File: config.mk
export PLATFORM = sky130hd
export DESIGN_NAME = adder_vec_seq
export DESIGN_NICKNAME = d
export VERILOG_FILES = /design/src/rtl/adder_vec_seq.sv
export SDC_FILE = /design/constraint.sdc
export NUM_CORES = 1
export LEC_CHECK = 0
export ABC_AREA = 1
export ABC_CLOCK_PERIOD_IN_PS = 2800
export CORE_UTILIZATION = 50
export DETAILED_ROUTE_END_ITERATION = 16
export HOLD_SLACK_MARGIN = 0.12
export PLACE_DENSITY = 0.72
export SLEW_MARGIN = 10
export SYNTH_ARGS = -nofsm -noshare
export SYNTH_HDL_FRONTEND = slang
export SYNTH_SLANG_ARGS = --single-unit
export TNS_END_PERCENT = 50
File: constraint.sdc
create_clock -name clk -period 2.8 [get_ports clk]
set_clock_uncertainty 0.1 [all_clocks]
set_input_delay 0.84 -clock clk [delete_from_list [all_inputs] [get_ports clk]]
set_output_delay 0.84 -clock clk [all_outputs]
set_load 0.05 [all_outputs]
File: src/rtl/adder_vec_seq.sv
// -----------------------------------------------------------------------------
// adder_vec_seq
// Stores a small table of 4-bit adder test vectors and plays the first
// `count` of them out to a downstream adder stage under valid/ready
// handshaking. The table is written only while the sequencer is idle, so a
// playback always sees a stable table.
//
// Ports
//   clk        sole clock, rising edge
//   rst        synchronous active-high reset
//   wr_en      vector-memory write strobe (honoured only in IDLE with start=0)
//   wr_addr    vector-memory write address
//   wr_data    vector word, [8:0] = {a[3:0], b[3:0], cin}, [10:9] unused
//   start      begin playback (accepted only in IDLE)
//   count      number of vectors to play, saturated to DEPTH
//   out_valid  a/b/cin/idx carry a valid vector
//   out_ready  downstream accepts the presented vector
//   a, b, cin  adder operands and carry-in
//   idx        memory index of the presented vector
//   busy       high in RUN and DONE
//   done       one-cycle pulse after the last vector is accepted
// -----------------------------------------------------------------------------
module adder_vec_seq #(
    parameter int DEPTH = 4,
    parameter int AW    = 2
) (
    input  logic          clk,
    input  logic          rst,
    input  logic          wr_en,
    input  logic [AW-1:0] wr_addr,
    input  logic [10:0]   wr_data,
    input  logic          start,
    input  logic [AW:0]   count,
    output logic          out_valid,
    input  logic          out_ready,
    output logic [3:0]    a,
    output logic [3:0]    b,
    output logic          cin,
    output logic [AW-1:0] idx,
    output logic          busy,
    output logic          done
);

    typedef enum logic [1:0] {
        ST_IDLE = 2'd0,
        ST_RUN  = 2'd1,
        ST_DONE = 2'd2
    } state_t;

    localparam logic [AW:0]   L_DEPTH    = (AW+1)'(DEPTH);
    localparam logic [AW:0]   L_CNT_ZERO = (AW+1)'(0);
    localparam logic [AW:0]   L_CNT_ONE  = (AW+1)'(1);
    localparam logic [AW-1:0] L_IDX_ZERO = AW'(0);
    localparam logic [AW-1:0] L_IDX_ONE  = AW'(1);

    state_t        r_state;
    logic [8:0]    r_mem [DEPTH];
    logic [AW-1:0] r_last;      // index of the final vector of this playback
    logic [AW-1:0] r_idx;
    logic [3:0]    r_a;
    logic [3:0]    r_b;
    logic          r_cin;
    logic          r_valid;
    logic          r_busy;
    logic          r_done;

    logic          w_wr_ok;
    logic [AW:0]   w_cnt_sat;
    logic [AW:0]   w_cnt_m1;
    logic          w_xfer;
    logic [AW-1:0] w_next_idx;
    logic [8:0]    w_first_vec;
    logic [8:0]    w_next_vec;

    // Write qualification, count saturation and next-vector lookup.
    always_comb begin
        w_wr_ok     = 1'b0;
        w_cnt_sat   = count;
        w_xfer      = r_valid & out_ready;
        w_next_idx  = r_idx + L_IDX_ONE;
        w_first_vec = r_mem[L_IDX_ZERO];
        w_next_vec  = r_mem[w_next_idx];

        // Reset and a same-cycle start both block table writes.
        if ((r_state == ST_IDLE) && wr_en && !start && !rst) begin
            w_wr_ok = 1'b1;
        end else begin
            w_wr_ok = 1'b0;
        end

        if (count > L_DEPTH) begin
            w_cnt_sat = L_DEPTH;
        end else begin
            w_cnt_sat = count;
        end

        // Only used when w_cnt_sat >= 1, so the truncation below is exact.
        w_cnt_m1 = w_cnt_sat - L_CNT_ONE;
    end

    // Vector table: not reset, so stored vectors survive a mid-run reset.
    always_ff @(posedge clk) begin
        if (w_wr_ok) begin
            r_mem[wr_addr] <= wr_data[8:0];
        end
    end

    // Playback FSM with registered handshake and status outputs.
    always_ff @(posedge clk) begin
        if (rst) begin
            r_state <= ST_IDLE;
            r_valid <= 1'b0;
            r_busy  <= 1'b0;
            r_done  <= 1'b0;
            r_idx   <= L_IDX_ZERO;
            r_last  <= L_IDX_ZERO;
            r_a     <= 4'd0;
            r_b     <= 4'd0;
            r_cin   <= 1'b0;
        end else begin
            case (r_state)
                ST_IDLE: begin
                    r_done <= 1'b0;
                    if (start) begin
                        r_busy <= 1'b1;
                        if (w_cnt_sat == L_CNT_ZERO) begin
                            // Nothing to play: straight to the done pulse.
                            r_state <= ST_DONE;
                            r_valid <= 1'b0;
                            r_done  <= 1'b1;
                        end else begin
                            r_state <= ST_RUN;
                            r_valid <= 1'b1;
                            r_idx   <= L_IDX_ZERO;
                            r_last  <= w_cnt_m1[AW-1:0];
                            {r_a, r_b, r_cin} <= w_first_vec;
                        end
                    end
                end
                ST_RUN: begin
                    if (w_xfer) begin
                        if (r_idx == r_last) begin
                            // Last vector taken; a/b/cin/idx keep its value.
                            r_state <= ST_DONE;
                            r_valid <= 1'b0;
                            r_done  <= 1'b1;
                        end else begin
                            r_idx <= w_next_idx;
                            {r_a, r_b, r_cin} <= w_next_vec;
                        end
                    end
                end
                ST_DONE: begin
                    r_state <= ST_IDLE;
                    r_done  <= 1'b0;
                    r_busy  <= 1'b0;
                    r_valid <= 1'b0;
                end
                default: begin
                    r_state <= ST_IDLE;
                    r_valid <= 1'b0;
                    r_busy  <= 1'b0;
                    r_done  <= 1'b0;
                end
            endcase
        end
    end

    assign out_valid = r_valid;
    assign a         = r_a;
    assign b         = r_b;
    assign cin       = r_cin;
    assign idx       = r_idx;
    assign busy      = r_busy;
    assign done      = r_done;

endmodule
; Word level (Yosys, flattened, before mapping)
; Memories as Yosys holds them, arrays and structs flattened.
; Index checks and enable logic that the tools add are counted.
[word_totals]
reg_bits = 18
latch_bits = 0
ramBits = 36
rom_bits = 0
n_memories = 1
[op_classes]
n_addsub = 2
n_mul = 0
div_mod_pow = 0
magnitude_cmp = 1
eq_ne = 7
shift = 0
mux = 41
bitwise = 3
reduce_logical = 13
[memory_table]
columns = memory, depth, width, rd, rd_ports_with_merged_regs, write_ports, line
row1 = r_mem, 4, 9, 2, 0, 1, 57  ; logic [8:0] r_mem [DEPTH];
[op_table]
columns = cell, count
row1 = 4-bit 2-to-1 mux, 8
row2 = 1-bit 2-to-1 mux, 16
row3 = 2-bit 2-to-1 mux, 8
row4 = 4-bit case mux with 2 select lines, 2
row5 = 2-bit inequality test (second input constant), 5
row6 = 1-bit case mux with 2 select lines, 4
row7 = 2-bit case mux with 2 select lines, 2
row8 = 3-bit AND reduction, 2
row9 = 5-bit AND reduction, 1
row10 = 2-bit AND reduction, 2
row11 = 3-bit > comparator (second input constant), 1
row12 = 1-bit logical AND, 3
row13 = 3-bit logical NOT, 1
row14 = 3-bit 2-to-1 mux, 1
row15 = 2-bit by 1-bit adder with 2-bit output (second input constant), 1
row16 = 2-bit by 1-bit == test with 1-bit output (second input constant), 1
row17 = 2-bit == test, 1
row18 = 1-bit logical NOT, 2
row19 = 2-bit logical NOT, 1
row20 = 1-bit NOT, 2
row21 = 2-bit nonzero test, 1
row22 = 2-bit by 1-bit subtractor with 2-bit output (second input constant), 1
row23 = 1-bit AND, 1

; Longest topological paths before layout
[depth]
ltp_word = 7
ltp_mapped = 11

; Worst setup path before layout
; No wires, ideal clock.
[synth_timing]
kind = input-to-reg
startpoint = input rst
endpoint = memory r_mem[1][0], enable pin
setup_ns = 0.387
arrival_time_ns = 1.808
required_time_ns = 2.313
slack_ns = 0.506
stages = 3
path_buffers = 0
path_cell_list = inv_1 nand4_1 nor3_1
[synth_via]
elab_chain_cells = 5
[synth_lines]
columns = element, line
row1 = start: declaration, 28  ; input logic rst,
row2 = 1-bit logical NOT, 85  ; if ((r_state == ST_IDLE) && wr_en && !start && !rst) begin
row3 = 1-bit logical AND, 85
row4 = 1-bit 2-to-1 mux, 85
row5 = 1-bit 2-to-1 mux, 103  ; if (w_wr_ok) begin
row6 = 1-bit 2-to-1 mux (not written as such), 104  ; r_mem[wr_addr] <= wr_data[8:0];
row7 = end: declaration, 57
; No other way between the ends.

; Final worst setup path
[layout_timing]
startpoint = register r_valid (netlist: out_valid)
endpoint = output out_valid
[layout_rtl]
columns = element, line
row1 = start: declaration, 63  ; logic r_valid;
row2 = start signal: assignment, 112  ; r_valid <= 1'b0;
row3 = start signal: assignment, 129  ; r_valid <= 1'b0;
row4 = start signal: assignment, 133  ; r_valid <= 1'b1;
row5 = end: declaration, 34  ; output logic out_valid,
; No word-level cell between the ends.

==> flow_metrics.env <==
export IMPL_layout_nets=313
export IMPL_cp_startpoint="out_valid$_SDFFE_PP0P_"
export IMPL_cp_slowest_cell="clkdlybuf4s50_1"
export IMPL_tns_ns=0
export IMPL_final_common_cell="nand2_1"
export IMPL_first_global_vias=1574
export IMPL_cts_resized=0
export IMPL_cts_tree="done"
export IMPL_drc=0
export IMPL_syn_avg_cell_area_um2=9.08
export IMPL_clk_pin_slew_ns=0.10
export IMPL_cts_root_buffer="clkbuf_8"
export IMPL_wl_met2_um=2060
export IMPL_synth_xor_area_share_pct=0
export IMPL_via_per_inst=4.95
export IMPL_min_period_ns=2.41
export IMPL_ys_ff_latch=54
export IMPL_synth_compound_area_share_pct=2.52
export IMPL_p_total_mw=1.87
export IMPL_outcome="finished clean"
export IMPL_wl_met1_um=1890
export IMPL_power_density_nw_per_um2=671
export IMPL_fin_crit_sh_pct=86.2
export IMPL_post_dp_hpwl_um=2850
export IMPL_grt_max_degree=18
export IMPL_grt_pass1_wl_um=7260
export IMPL_syn2layout_area_growth_pct=21.5
export IMPL_drive_gt1_share_pct=7.88
export IMPL_synth_mux_area_share_pct=0
export IMPL_finalWeightedCongestion=0.800
export IMPL_crit_path_max_incr_delay_ns=0.81
export IMPL_power_leakage_nw=1.18
export IMPL_placed_area_um2=2680
export IMPL_ys_warnings_count=0
export IMPL_num_rows=24
export IMPL_core_um2=4380
export IMPL_synth_simple_gate_area_share_pct=28.0
export IMPL_synth_nets=274
export IMPL_grt_usage_pct=19.5
export IMPL_path_cells="clkdlybuf4s50_1"
export IMPL_setup_violations=0
export IMPL_diodes=0
export IMPL_path_class="reg -> out"
export IMPL_endpoint_kind="primary output"
export IMPL_syn_area_um2=2290
export IMPL_final_cell_mix="nand2_1 (89), edfxtp_1 (36), clkdlybuf4s50_1 (31), nor2_1 (29), nand3_1 (25)"
export IMPL_cts_inserted_buffers=5
export IMPL_synth_fa_ha_area_share_pct=0.547
export IMPL_hold_viol=0
export IMPL_ys_types=21
export IMPL_start_util_pct=52.2
export IMPL_critical_path_reg2reg_startpoint="idx[0]$_SDFFE_PP0P_"
export IMPL_netlist_instances=252
export IMPL_insertion_delay_ns=0.31
export IMPL_peakVddDrop_uv=357
export IMPL_drv_cap=0
export IMPL_startpoint_type="register"
export IMPL_yosysSeqAreaShare_pct=63.0
export IMPL_wl_per_cell_um=12.4
export IMPL_seqCellArea_um2=1440
export IMPL_finalInstanceArea_um2=2780
export IMPL_max_freq_mhz=414
export IMPL_top_layer="met4"
export IMPL_crit_required_ns=1.86
export IMPL_maxSlewViolCount=0
export IMPL_synth_top_family_by_area="simple AND/OR/NAND/NOR gates"
export IMPL_wirelength_um=4260
export IMPL_via_count=1703
export IMPL_crit_arrival_ns=1.47
export IMPL_fill_cells=371
export IMPL_slew_headroom_pct=59.1
export IMPL_die_area_um2=4850
export IMPL_dr_first_iter_drc_count=154
export IMPL_hp_start="r_last[0]$_SDFFE_PP0P_"
export IMPL_io_pins=35
export IMPL_critPathMaxFanout=3
export IMPL_cts_buffer_depth=2
export IMPL_portBuffers=32
export IMPL_grt_ovfl_total=0
export IMPL_worst_path_buf_inv=1
export IMPL_final_antenna_net_count=0
export IMPL_clock_sinks=54
export IMPL_multi_input_area_um2=711
export IMPL_wl_met3_um=274
export IMPL_critical_path_top_delay_family="buffers and inverters"
export IMPL_drt_pass1_iter_count=4
export IMPL_fp_dieH_um=69.7
export IMPL_postCtsSetupBuffers=0
export IMPL_antenna_found_initial=0
export IMPL_die_width_um=69.7
export IMPL_utilization_pct=63.4
export IMPL_htreeDepth=2
export IMPL_worstMarginPinSlew_ns=0.612
export IMPL_ctsHoldBuffers=0
export IMPL_rsz0062_at_grt="false"
export IMPL_holdCritPathClass="reg -> reg"
## state kept, by name (all words and copies together), names as in the netlist
| name | cells |
|---|---|
| a | 4 |
| b | 4 |
| busy | 1 |
| cin | 1 |
| done | 1 |
| idx | 2 |
| out_valid | 1 |
| r_last | 2 |
| r_mem | 36 |
| r_state | 2 |
## per-stage QoR
step | setup WS, ns | cells | hold WS, ns
floorplan | 0.506 | 252 | 0.344
global placement | 0.111 | 336 | 0.360
detailed placement | 0.100 | 336 | 0.386
CTS | 0.381 | 344 | 0.402
global route | 0.237 | 344 | 0.419
finish | 0.387 | 344 | 0.393
## cell type report
class / instances / share of cell area [%]
clock buffer: 6 / 2.97
clock inverter: 2 / 0.630
inverter: 27 / 3.64
multi-input combinational: 165 / 25.6
sequential: 54 / 51.8
tap: 52 / 2.34
timing repair buffer: 38 / 13.0
## kinds of logic (layout without fill, tap and decap cells)
family,count (synthesis),in the layout
simple gates,154,154
flops,54,54
fa+ha+maj,1,1
compound gates,10,10
buf+inv,33,73
## synth_stat cells, drive strengths merged
cell    number  area share, %
nor2        32            6.0
ha           1           0.55
nand2       89             15
nand3       25            5.5
and3         1           0.27
o21ai        3           0.66
nand4        2           0.55
a21oi        5            1.3
dfxtp       18             16
o21a         1           0.33
edfxtp      36             47
nor3         5            1.1
inv         27            4.4
a31oi        1           0.27
buf          6            1.5
## per-layer routing
layer / up-vias / track usage (%)
met4: 0 / 7.78
met2: 55 / 31.9
met5: - / 0
met1: 756 / 25.1
met3: 5 / 4.65
li1: 887 / -
## tightest hold or removal path, stage by stage, from the launching register on
cell	delay, ns
dfxtp_1	0.33
inv_1	0.07
a21oi_1	0.06
## where the power goes
| group | switching [mW] | internal, mW | leakage [nW] |
|---|---|---|---|
| logic | 0.319 | 0.165 | 0.653 |
| clock network | 0.253 | 0.204 | 0.0514 |
| registers | 0.0275 | 0.898 | 0.473 |
## path summary, 6_finish.rpt
check,endpoint,depth (start not counted),slack (ns)
min,r_last[0]$_SDFFE_PP0P_,2,0.39
max reg2reg,a[2]$_SDFFE_PP0P_,7,0.79
max,out_valid,1,0.39
min reg2reg,r_last[0]$_SDFFE_PP0P_,2,0.39
Power figures use the tool's default switching activity.
